--- src/rtl/evaluate_pv_multi_pkg.sv ---
// Shared control-word layout, FSM state type and configuration check for the multi-PV evaluator.
package evaluate_pv_multi_pkg;

  localparam int PV_CTRL_WRITE_BIT      = 31;
  localparam int PV_CTRL_CLEAR_ALL_BIT  = 30;
  localparam int PV_CTRL_CLEAR_LINE_BIT = 29;
  localparam int PV_CTRL_LINE_MSB       = 28;

  typedef enum logic [1:0] {
    ST_IDLE,
    ST_WAIT,
    ST_DONE
  } eval_state_t;

  // Move, ply and entry-valid fields must stay clear of the line-select field.
  function automatic bit ctrlFits(input int uciWidth, input int plyWidth, input int lineWidth);
    return (uciWidth + plyWidth + 1) <= (29 - lineWidth);
  endfunction

endpackage

--- src/rtl/evaluate_pv_multi_line_store.sv ---
// One principal-variation line: a ply-indexed move array with per-ply valid bits and a
// combinational hit for the ply being matched.
module pv_line_store
  import evaluate_pv_multi_pkg::*;
#(
  parameter int UCI_WIDTH      = 16,
  parameter int MAX_DEPTH_LOG2 = 6
) (
  input  logic                      i_clk,
  input  logic                      i_reset,
  input  logic                      i_write,
  input  logic                      i_entry_valid,
  input  logic [MAX_DEPTH_LOG2-1:0] i_wr_ply,
  input  logic [UCI_WIDTH-1:0]      i_wr_move,
  input  logic                      i_clear,
  input  logic                      i_consume,
  input  logic [MAX_DEPTH_LOG2-1:0] i_consume_ply,
  input  logic [MAX_DEPTH_LOG2-1:0] i_rd_ply,
  input  logic [UCI_WIDTH-1:0]      i_rd_move,
  output logic                      o_hit
);

  localparam int MAX_DEPTH = 1 << MAX_DEPTH_LOG2;

  logic [UCI_WIDTH-1:0] r_moves [MAX_DEPTH];
  logic [MAX_DEPTH-1:0] r_valid;
  logic [MAX_DEPTH-1:0] w_validNext;

  // Consume, then clear, then write: a later operation wins on the same bit.
  always_comb begin
    w_validNext = r_valid;
    if (i_consume) w_validNext[i_consume_ply] = 1'b0;
    if (i_clear)   w_validNext = '0;
    if (i_write)   w_validNext[i_wr_ply] = i_entry_valid;
  end

  always_ff @(posedge i_clk or posedge i_reset) begin
    if (i_reset) r_valid <= '0;
    else         r_valid <= w_validNext;
  end

  always_ff @(posedge i_clk) begin
    if (i_write) r_moves[i_wr_ply] <= i_wr_move;
  end

  assign o_hit = r_valid[i_rd_ply] && (r_moves[i_rd_ply] == i_rd_move);

endmodule

--- src/rtl/evaluate_pv_multi.sv ---
// Multi-PV move matcher: flags a candidate move found in any stored PV line at the current
// ply, reports the lowest matching line and a hit mask, and paces eval_valid with a latency FSM.
module evaluate_pv_multi
  import evaluate_pv_multi_pkg::*;
#(
  parameter int UCI_WIDTH      = 16,
  parameter int MAX_DEPTH_LOG2 = 6,
  parameter int NUM_PV_LOG2    = 2,
  parameter int LATENCY_COUNT  = 2,
  parameter int AUTO_CLEAR     = 1
) (
  input  logic                      i_clk,
  input  logic                      i_reset,
  input  logic                      i_board_valid,
  input  logic [UCI_WIDTH-1:0]      i_uci_in,
  input  logic [MAX_DEPTH_LOG2-1:0] i_pv_ply,
  input  logic                      i_clear_eval,
  input  logic [31:0]               i_pv_ctrl_in,
  output logic                      o_eval_pv_flag,
  output logic [NUM_PV_LOG2-1:0]    o_eval_pv_line,
  output logic [(1<<NUM_PV_LOG2)-1:0] o_eval_pv_mask,
  output logic                      o_eval_valid
);

  localparam int NUM_PV = 1 << NUM_PV_LOG2;
  localparam int CNT_W  = (LATENCY_COUNT > 1) ? $clog2(LATENCY_COUNT) : 1;

  if (!ctrlFits(UCI_WIDTH, MAX_DEPTH_LOG2, NUM_PV_LOG2) || LATENCY_COUNT < 1) begin : g_badConfig
    $fatal(1, "evaluate_pv_multi: control word fields overlap or LATENCY_COUNT < 1");
  end

  logic                      w_ctrlWrite;
  logic                      w_ctrlClearAll;
  logic                      w_ctrlClearLine;
  logic [NUM_PV_LOG2-1:0]    w_ctrlLine;
  logic                      w_ctrlEntryValid;
  logic [MAX_DEPTH_LOG2-1:0] w_ctrlPly;
  logic [UCI_WIDTH-1:0]      w_ctrlMove;
  logic                      w_unusedCtrl;

  assign w_ctrlWrite      = i_pv_ctrl_in[PV_CTRL_WRITE_BIT];
  assign w_ctrlClearAll   = i_pv_ctrl_in[PV_CTRL_CLEAR_ALL_BIT];
  assign w_ctrlClearLine  = i_pv_ctrl_in[PV_CTRL_CLEAR_LINE_BIT];
  assign w_ctrlLine       = i_pv_ctrl_in[PV_CTRL_LINE_MSB -: NUM_PV_LOG2];
  assign w_ctrlEntryValid = i_pv_ctrl_in[UCI_WIDTH+MAX_DEPTH_LOG2];
  assign w_ctrlPly        = i_pv_ctrl_in[UCI_WIDTH +: MAX_DEPTH_LOG2];
  assign w_ctrlMove       = i_pv_ctrl_in[UCI_WIDTH-1:0];
  assign w_unusedCtrl     = ^i_pv_ctrl_in;

  logic                   r_boardValid;
  logic                   r_clearEval;
  logic                   w_boardRise;
  logic                   w_clearRise;
  logic [NUM_PV-1:0]      w_hit;
  logic [NUM_PV-1:0]      w_consume;
  logic [NUM_PV_LOG2-1:0] w_firstLine;
  logic [NUM_PV-1:0]      r_mask;
  logic                   r_flag;
  logic [NUM_PV_LOG2-1:0] r_line;
  eval_state_t            r_state;
  eval_state_t            w_nextState;
  logic [CNT_W-1:0]       r_count;
  logic [CNT_W-1:0]       w_nextCount;

  assign w_boardRise = i_board_valid & ~r_boardValid;
  assign w_clearRise = i_clear_eval & ~r_clearEval;
  assign w_consume   = ((AUTO_CLEAR != 0) && w_clearRise) ? r_mask : '0;

  for (genvar g = 0; g < NUM_PV; g++) begin : g_line
    pv_line_store #(
      .UCI_WIDTH      (UCI_WIDTH),
      .MAX_DEPTH_LOG2 (MAX_DEPTH_LOG2)
    ) u_store (
      .i_clk         (i_clk),
      .i_reset       (i_reset),
      .i_write       (w_ctrlWrite && (w_ctrlLine == NUM_PV_LOG2'(g))),
      .i_entry_valid (w_ctrlEntryValid),
      .i_wr_ply      (w_ctrlPly),
      .i_wr_move     (w_ctrlMove),
      .i_clear       (w_ctrlClearAll || (w_ctrlClearLine && (w_ctrlLine == NUM_PV_LOG2'(g)))),
      .i_consume     (w_consume[g]),
      .i_consume_ply (i_pv_ply),
      .i_rd_ply      (i_pv_ply),
      .i_rd_move     (i_uci_in),
      .o_hit         (w_hit[g])
    );
  end

  // Lowest-index hit wins; scanning downward lets the smallest index overwrite last.
  always_comb begin
    w_firstLine = '0;
    for (int i = NUM_PV - 1; i >= 0; i--) begin
      if (w_hit[i]) w_firstLine = NUM_PV_LOG2'(i);
    end
  end

  always_ff @(posedge i_clk or posedge i_reset) begin
    if (i_reset) begin
      r_boardValid <= 1'b0;
      r_clearEval  <= 1'b0;
      r_mask       <= '0;
      r_flag       <= 1'b0;
      r_line       <= '0;
    end else begin
      r_boardValid <= i_board_valid;
      r_clearEval  <= i_clear_eval;
      if (w_boardRise) begin
        r_mask <= w_hit;
        r_flag <= |w_hit;
        r_line <= w_firstLine;
      end
    end
  end

  always_ff @(posedge i_clk or posedge i_reset) begin
    if (i_reset) begin
      r_state <= ST_IDLE;
      r_count <= '0;
    end else begin
      r_state <= w_nextState;
      r_count <= w_nextCount;
    end
  end

  // A new board rise always restarts the wait, whatever state the FSM is in.
  always_comb begin
    w_nextState = r_state;
    w_nextCount = r_count;
    case (r_state)
      ST_IDLE: w_nextState = ST_IDLE;
      ST_WAIT: begin
        if (r_count == '0) w_nextState = ST_DONE;
        else               w_nextCount = r_count - CNT_W'(1);
      end
      ST_DONE: if (w_clearRise) w_nextState = ST_IDLE;
      default: w_nextState = ST_IDLE;
    endcase
    if (w_boardRise) begin
      w_nextState = ST_WAIT;
      w_nextCount = CNT_W'(LATENCY_COUNT - 1);
    end
  end

  assign o_eval_pv_flag = r_flag;
  assign o_eval_pv_line = r_line;
  assign o_eval_pv_mask = r_mask;
  assign o_eval_valid   = (r_state == ST_DONE);

endmodule
--- config.mk ---
export PLATFORM = sky130hd
export DESIGN_NAME = evaluate_pv_multi
export DESIGN_NICKNAME = d
export VERILOG_FILES = /design/src/rtl/evaluate_pv_multi_pkg.sv /design/src/rtl/evaluate_pv_multi_line_store.sv /design/src/rtl/evaluate_pv_multi.sv
export SDC_FILE = /design/constraint.sdc
export NUM_CORES = 2
export LEC_CHECK = 0
export CORE_UTILIZATION = 57
export DETAILED_ROUTE_END_ITERATION = 7
export PLACE_DENSITY_LB_ADDON = 0.3
export SETUP_SLACK_MARGIN = 0.15
export SLEW_MARGIN = 0
export SYNTH_ARGS = -nofsm -noshare
export SYNTH_HDL_FRONTEND = slang
export SYNTH_SLANG_ARGS = --single-unit
--- constraint.sdc ---
create_clock -name i_clk -period 9.95 [get_ports i_clk]
set_input_delay 1.99 -clock i_clk [delete_from_list [all_inputs] [get_ports i_clk]]
set_output_delay 1.99 -clock i_clk [all_outputs]
set_load 0.05 [all_outputs]
* Yosys cells after proc, flatten, opt, wreduce, memory -nomap -nowiden
Memories as Yosys holds them, arrays and structs flattened.
Index checks and enable logic that the tools add are counted.
** Word-level totals
- Memories kept :: 4
- Output and inout bits :: 8
- Register bits :: 268
- Bits of input ports :: 58
- Word-level logic and storage cells :: 110
- Memory bits (writable) :: 4096
** Operators by class
- Reductions and logical operators :: 22
- $add $sub $neg :: 1
- Magnitude comparators :: 4
- Bitwise logic cells :: 9
- Equality and inequality tests :: 11
- Mux-type cells :: 48
** Memories
- g_line[0].u_store.r_moves :: depth 64, width 16, rd ports 1, clocked after Yosys merged registers in 0, wr ports 1, RTL line evaluate_pv_multi_line_store.sv:25 : logic [UCI_WIDTH-1:0] r_moves [MAX_DEPTH];
- g_line[1].u_store.r_moves :: depth 64, width 16, rd ports 1, clocked after Yosys merged registers in 0, wr ports 1, RTL line evaluate_pv_multi_line_store.sv:25
- g_line[2].u_store.r_moves :: depth 64, width 16, rd ports 1, clocked after Yosys merged registers in 0, wr ports 1, RTL line evaluate_pv_multi_line_store.sv:25
- g_line[3].u_store.r_moves :: depth 64, width 16, rd ports 1, clocked after Yosys merged registers in 0, wr ports 1, RTL line evaluate_pv_multi_line_store.sv:25
** Operators with widths (number)
- 2-to-1 mux 64 bit :: 12
- bitwise AND 64 bit :: 4
- bitwise mux 64 bit :: 4
- equality test 16 bit :: 4
- NOT 64 bit :: 1
- binary-select mux 1 bit (select 6 bit) :: 4
- 2-to-1 mux 1 bit :: 17
- logical AND 1 bit :: 14
- less-than comparator 6 x 7 -> 1 bit, second input constant :: 2
- 2-to-1 mux 2 bit :: 7
- demux 1 bit (select 6 bit) :: 2
- greater-or-equal comparator 6 x 1 -> 1 bit, second input constant :: 2
- equality test 2 bit, second input constant :: 3
- equality test 2 x 1 -> 1 bit, second input constant :: 2
- logical OR 1 bit :: 4
- 2-to-1 mux 4 bit :: 1
- one-hot mux 2 bit (2 select lines) :: 1
- OR reduction 4 bit :: 1
- != test 3 x 1 -> 1 bit, second input constant :: 1
- != test 3 bit, second input constant :: 1
- bitwise AND 1 bit :: 2
- logical NOT 2 bit :: 1
- NOT 1 bit :: 2
- AND reduction 2 bit :: 1
- other kinds (2) :: 2

* Depth between registers and ports, before layout
- Depth in word-level cells :: 10
- Depth in mapped cells :: 17
- Gate-level depth less buffers :: 10

* Hierarchy
Synthesis repeated with hierarchy kept, for this count alone.
** Second synthesis, totals
- Cell total of the unflattened synthesis :: 9268
- Area, all modules :: 175618.4 um2
** By module, submodules not included
- pv_line_store at g_line[0].u_store ... :: cells an instance 2303, area an instance 43758.2 um2, seq. area each 32351.0 um2, times used 3
- pv_line_store at g_line[3].u_store :: cells an instance 2303, area an instance 43755.7 um2, seq. area each 32351.0 um2, times used 1
- evaluate_pv_multi :: cells an instance 56, area an instance 588.1 um2, seq. area each 300.3 um2, times used 1

* Worst setup path before layout
Ideal clock, no wire load.
- Path type :: input -> register
- From :: in i_pv_ply[2]
- To :: reg r_flag, in the netlist o_eval_pv_flag
- Library setup time :: 0.066 ns
- Stages :: 14
- Path buffers :: 5
- Arrival :: 4.900 ns
- Data required time :: 9.884 ns
- Slack :: 4.984 ns
- Path through :: buf_4 -> buf_6 -> nor3b_2 -> clkbuf_1 -> buf_2 -> buf_1 -> a22oi_1 -> a21oi_1 -> nor4_1 -> xnor2_1 -> a2111oi_0 -> nand3_1 -> a2111oi_2 -> o31a_1
** Between the ends
- Longest elaborated chain between the ends :: 4
- Elaborated cells between the ends (all ways) :: 21
- Those cells by class :: 4 x eq/ne; 8 x mux; 5 x reduce/logical; 4 x memory
** Ends and longest elaborated chain
- from (decl) :: RTL line evaluate_pv_multi.sv:16 : input logic [MAX_DEPTH_LOG2-1:0] i_pv_ply,
- memory (64 x 16 bit) / binary-select mux 1 bit (select 6 bit) (equally long branches)
- equality test 16 bit / 2-to-1 mux 1 bit (equally long branches) :: RTL line evaluate_pv_multi_line_store.sv:46 : assign o_hit = r_valid[i_rd_ply] && (r_moves[i_rd_ply] == i_rd_move);
- logical AND 1 bit :: RTL line evaluate_pv_multi_line_store.sv:46
- OR reduction 4 bit * :: RTL line evaluate_pv_multi.sv:109 : r_flag <= |w_hit;
- to (signal assigned) :: RTL line evaluate_pv_multi.sv:109
- to (decl) :: RTL line evaluate_pv_multi.sv:58 : logic r_flag;
Every way passes the cells marked *; elsewhere a longest branch is shown, timed or not. The select of a mux whose other input is x is not followed.
A chain may end at the register's enable or synchronous reset.

* Final worst setup path
- From :: in i_pv_ply[1]
- To :: reg r_line[0], in the netlist o_eval_pv_line[0]
** Between the ends
- Longest elaborated chain between the ends :: 7
- Elaborated cells between the ends (all ways) :: 24
- Those cells by class :: 4 x eq/ne; 12 x mux; 4 x reduce/logical; 4 x memory
** Ends and longest elaborated chain
- memory (64 x 16 bit) / binary-select mux 1 bit (select 6 bit) (equally long branches)
- equality test 16 bit / 2-to-1 mux 1 bit (equally long branches) :: RTL line evaluate_pv_multi_line_store.sv:46
- logical AND 1 bit :: RTL line evaluate_pv_multi_line_store.sv:46
- 2-to-1 mux 2 bit (3 in series) :: RTL line evaluate_pv_multi.sv:93 : if (w_hit[i]) w_firstLine = NUM_PV_LOG2'(i);
- 2-to-1 mux 2 bit * :: RTL line evaluate_pv_multi.sv:93
- to (signal assigned) :: RTL line evaluate_pv_multi.sv:110 : r_line <= w_firstLine;
- to (decl) :: RTL line evaluate_pv_multi.sv:59 : logic [NUM_PV_LOG2-1:0] r_line;
Marked as above.

==> run summary <==
Placed Cells: 13549
Async S/R FF share, synth: 6.14%
Worst R2R Path Depth: 10
Pwr Density: 198 mW/mm^2
Maxcap violations: 5
CP Cell Sequence: buf_8, buf_12, buf_4, a211oi_1, o41ai_1, nand3_1, or3_1, a2111oi_1, nand4_1, o21ai_1, o211ai_1
Clk Latency, worst-skew pair: 1010 ps
Max clock buf depth: 4
Worst path bufs/invs: 3
DR WL/cell: 41.9 um
Syn-to-layout area delta: 11.9%
CP endpoint kind: register
LEAKAGE: 0.0616 uW
Drt total wl: 602000 um
Max FO, Critical Path: 104
Die footprint: 0.305 sq mm
# rows: 201
CP top delay family: compound AO/OA/AOI/OAI gates
Failing checks: design-rule violations, max-capacitance violations, max-slew violations
VDD IR max: 152 uV
Ys Warns: 0
Reg2reg start: g_line[0].u_store.r_moves[51][11]
Post-synthesis sequential area ratio: 75.1%
Distinct cells, synth: 88
Initial Util: 57.5%
Met3 Use GR: 13.6%
Crit path depth: 11
IO Pins: 66
Dpl hpwl: 342000 um
Post-CTS Resized: 0
Most common cell after layout, fill and taps aside: edfxtp_1
Most frequent cells in the layout: edfxtp_1 (4096), a21oi_1 (458), mux2i_1 (432), a22oi_1 (423), clkbuf_16 (421)
Number of synthesized register bits: 4364
First-pass DRT Iterations: 8
Hold Violations, Final: 0
Clk slew on worst S/H paths: 60 ps
Met2 Usage GRT: 55.4%
Die width: 552 um
Top FF cell, synth: edfxtp_1
Least-Margin Pin Slew: 1700 ps
Fmax: 0.143 GHz
Die height: 552 um
Via density: 7.55
Met1 Use GR: 50.9%
First-pass GRT wire length: 821000 um
Crit path kind: primary input to register
Drt first-iter violations: 20599
Mapped Nets: 9951
Hold Crit Class: register to register
Layout Skew: 37.5 ps
Worst EP arrival: 7850 ps
Critical path required time: 10800 ps
Slew Viols, Final: 20
# DRC: 20
CTS buffer count: 417
Setup slack, reg-to-reg: 4790 ps
Slowest stage delay, CP: 930 ps
Post-CTS Setup Bufs: 0
# hold bufs at CTS: 0
Pin count of the biggest net entering global routing: 154
RD Place Congestion: 1.09
Busiest grt layer: met2
Clock root cell: clkbuf_16
Synthesized area: 0.173 sq mm
Final Non-Filler Cells: 14367
Layout cells sized above 1: 19.2%
TritonCTS clock tree: done
H-tree depth: 5
Period Utilization, post-route: 70.3%
Worst Setup EP: o_eval_pv_line[0]
Fin crit period: 6990 ps
Avg Inst Size Synth: 17.5 sq um
Total grt overflow: 0
Crit-path slowest cell: o41ai_1
RSZ-0062 raised after global routing: no
Clk sinks: 4364
Sum Neg Setup Slack: 0 ps
Overall Global Routing Usage: 38.8%
Slew margin rel.: -13.6%
Worst hold margin: 499 ps
CP Launch Type: primary input
Post-DRT Antenna Nets: 0
Pre-CTS setup slack: 2200 ps
Crit Reg-Reg Endpoint: o_eval_pv_line[0]
Placeable Area: 0.301 sq mm
Final setup violation count: 0
Number of global-route vias before repair: 102263
Synth Instances: 9893
Port Buffers: 61
Worst setup margin: 2960 ps
EDFF count, synth: 4096
Nets: 10068
Initial antenna violation count: 34
CP startpoint: i_pv_ply[1]
Vias: 108503
Status: finished with violations
[report_power, final]
part	switching, uW	internal, uW	leakage (uW)	total [uW]
Sequential	13.5	20100	0.0405	20100
Clock	6970	8940	0.00664	15900
Combinational	1710	609	0.0144	2320
[worst reg2reg max path, stage by stage (launching register included)]
cell	delay, ps
edfxtp_1	370
mux4_2	500
mux2_2	290
nand2_1	270
o21ai_0	430
nor4bb_1	1050
xnor2_1	150
a2111oi_1	440
nand4_1	650
o21ai_1	690
o211ai_1	170
[per-stage QoR]
stage | utilization [%] | cell area (sq um) | power [uW]
6_report | 64.3 | 193000 | 38400
5_1_grt | 64.3 | 193000 | 39000
4_1_cts | 64.3 | 193000 | 38200
3_5_place_dp | 59.8 | 180000 | 22700
3_3_place_gp | 59.8 | 180000 | 22700
2_1_floorplan | - | 173000 | 21600
[worst min-delay path by stage]
stage / end / startpoint / depth (start not counted)
after floorplan: r_count / r_count / 2
after global placement: r_count / r_count / 2
after detailed placement: r_count / r_count / 2
after CTS: r_count / r_count / 2
after global routing: r_count / r_count / 2
final: r_count / r_count / 2
[cell families after synthesis]
| logic type | count (synthesis) | share of synthesized area [%] |
|---|---|---|
| AND/OR/NAND/NOR | 1181 | 3.40 |
| flip-flops | 4364 | 75.1 |
| XOR/XNOR | 46 | 0.233 |
| buffers and inverters | 765 | 2.14 |
| multiplexers | 1062 | 8.25 |
| AO/OA/AOI/OAI | 2475 | 10.9 |
[registers in the layout, indices dropped and copies added (netlist names)]
signal                  count
o_eval_pv_flag              1
o_eval_pv_line              2
r_boardValid                1
g_line.u_store.r_valid    256
r_count                     1
r_state                     2
g_line.u_store.r_moves   4096
r_clearEval                 1
o_eval_pv_mask              4
[metal layers]
layer / vias up / share of wire [%]
met5: - / 0.087
met4: 25 / 7.8
met3: 2302 / 17
met2: 10517 / 43
met1: 54351 / 33
li1: 41308 / -
[area by class of cell]
| cell class | count | area [sq um] |
|---|---|---|
| diodes | 50 | 125 |
| flip-flops and latches | 4364 | 130000 |
| repair buffers | 450 | 4030 |
| fillers | 19764 | 107000 |
| well taps | 3958 | 4950 |
| clock inverters | 262 | 2610 |
| multi-input cells | 4764 | 40900 |
| inverters | 13 | 76.3 |
| clock buffers | 506 | 11000 |
[synth_stat cells, types with 251 or more instances]
cell type     n  share of area [%]
a21oi_1     458                1.3
mux4_2      251                3.3
nor2_1      420               0.91
nand2_1     316               0.69
clkbuf_1    311               0.68
edfxtp_1   4096                 71
mux2i_1     432                2.5
a32o_1      256                1.5
a221oi_1    374                1.9
mux2_2      360                2.3
a22oi_1     423                1.8
dfrtp_1     268                3.9
No activity file was read; power rests on OpenSTA's default activity.
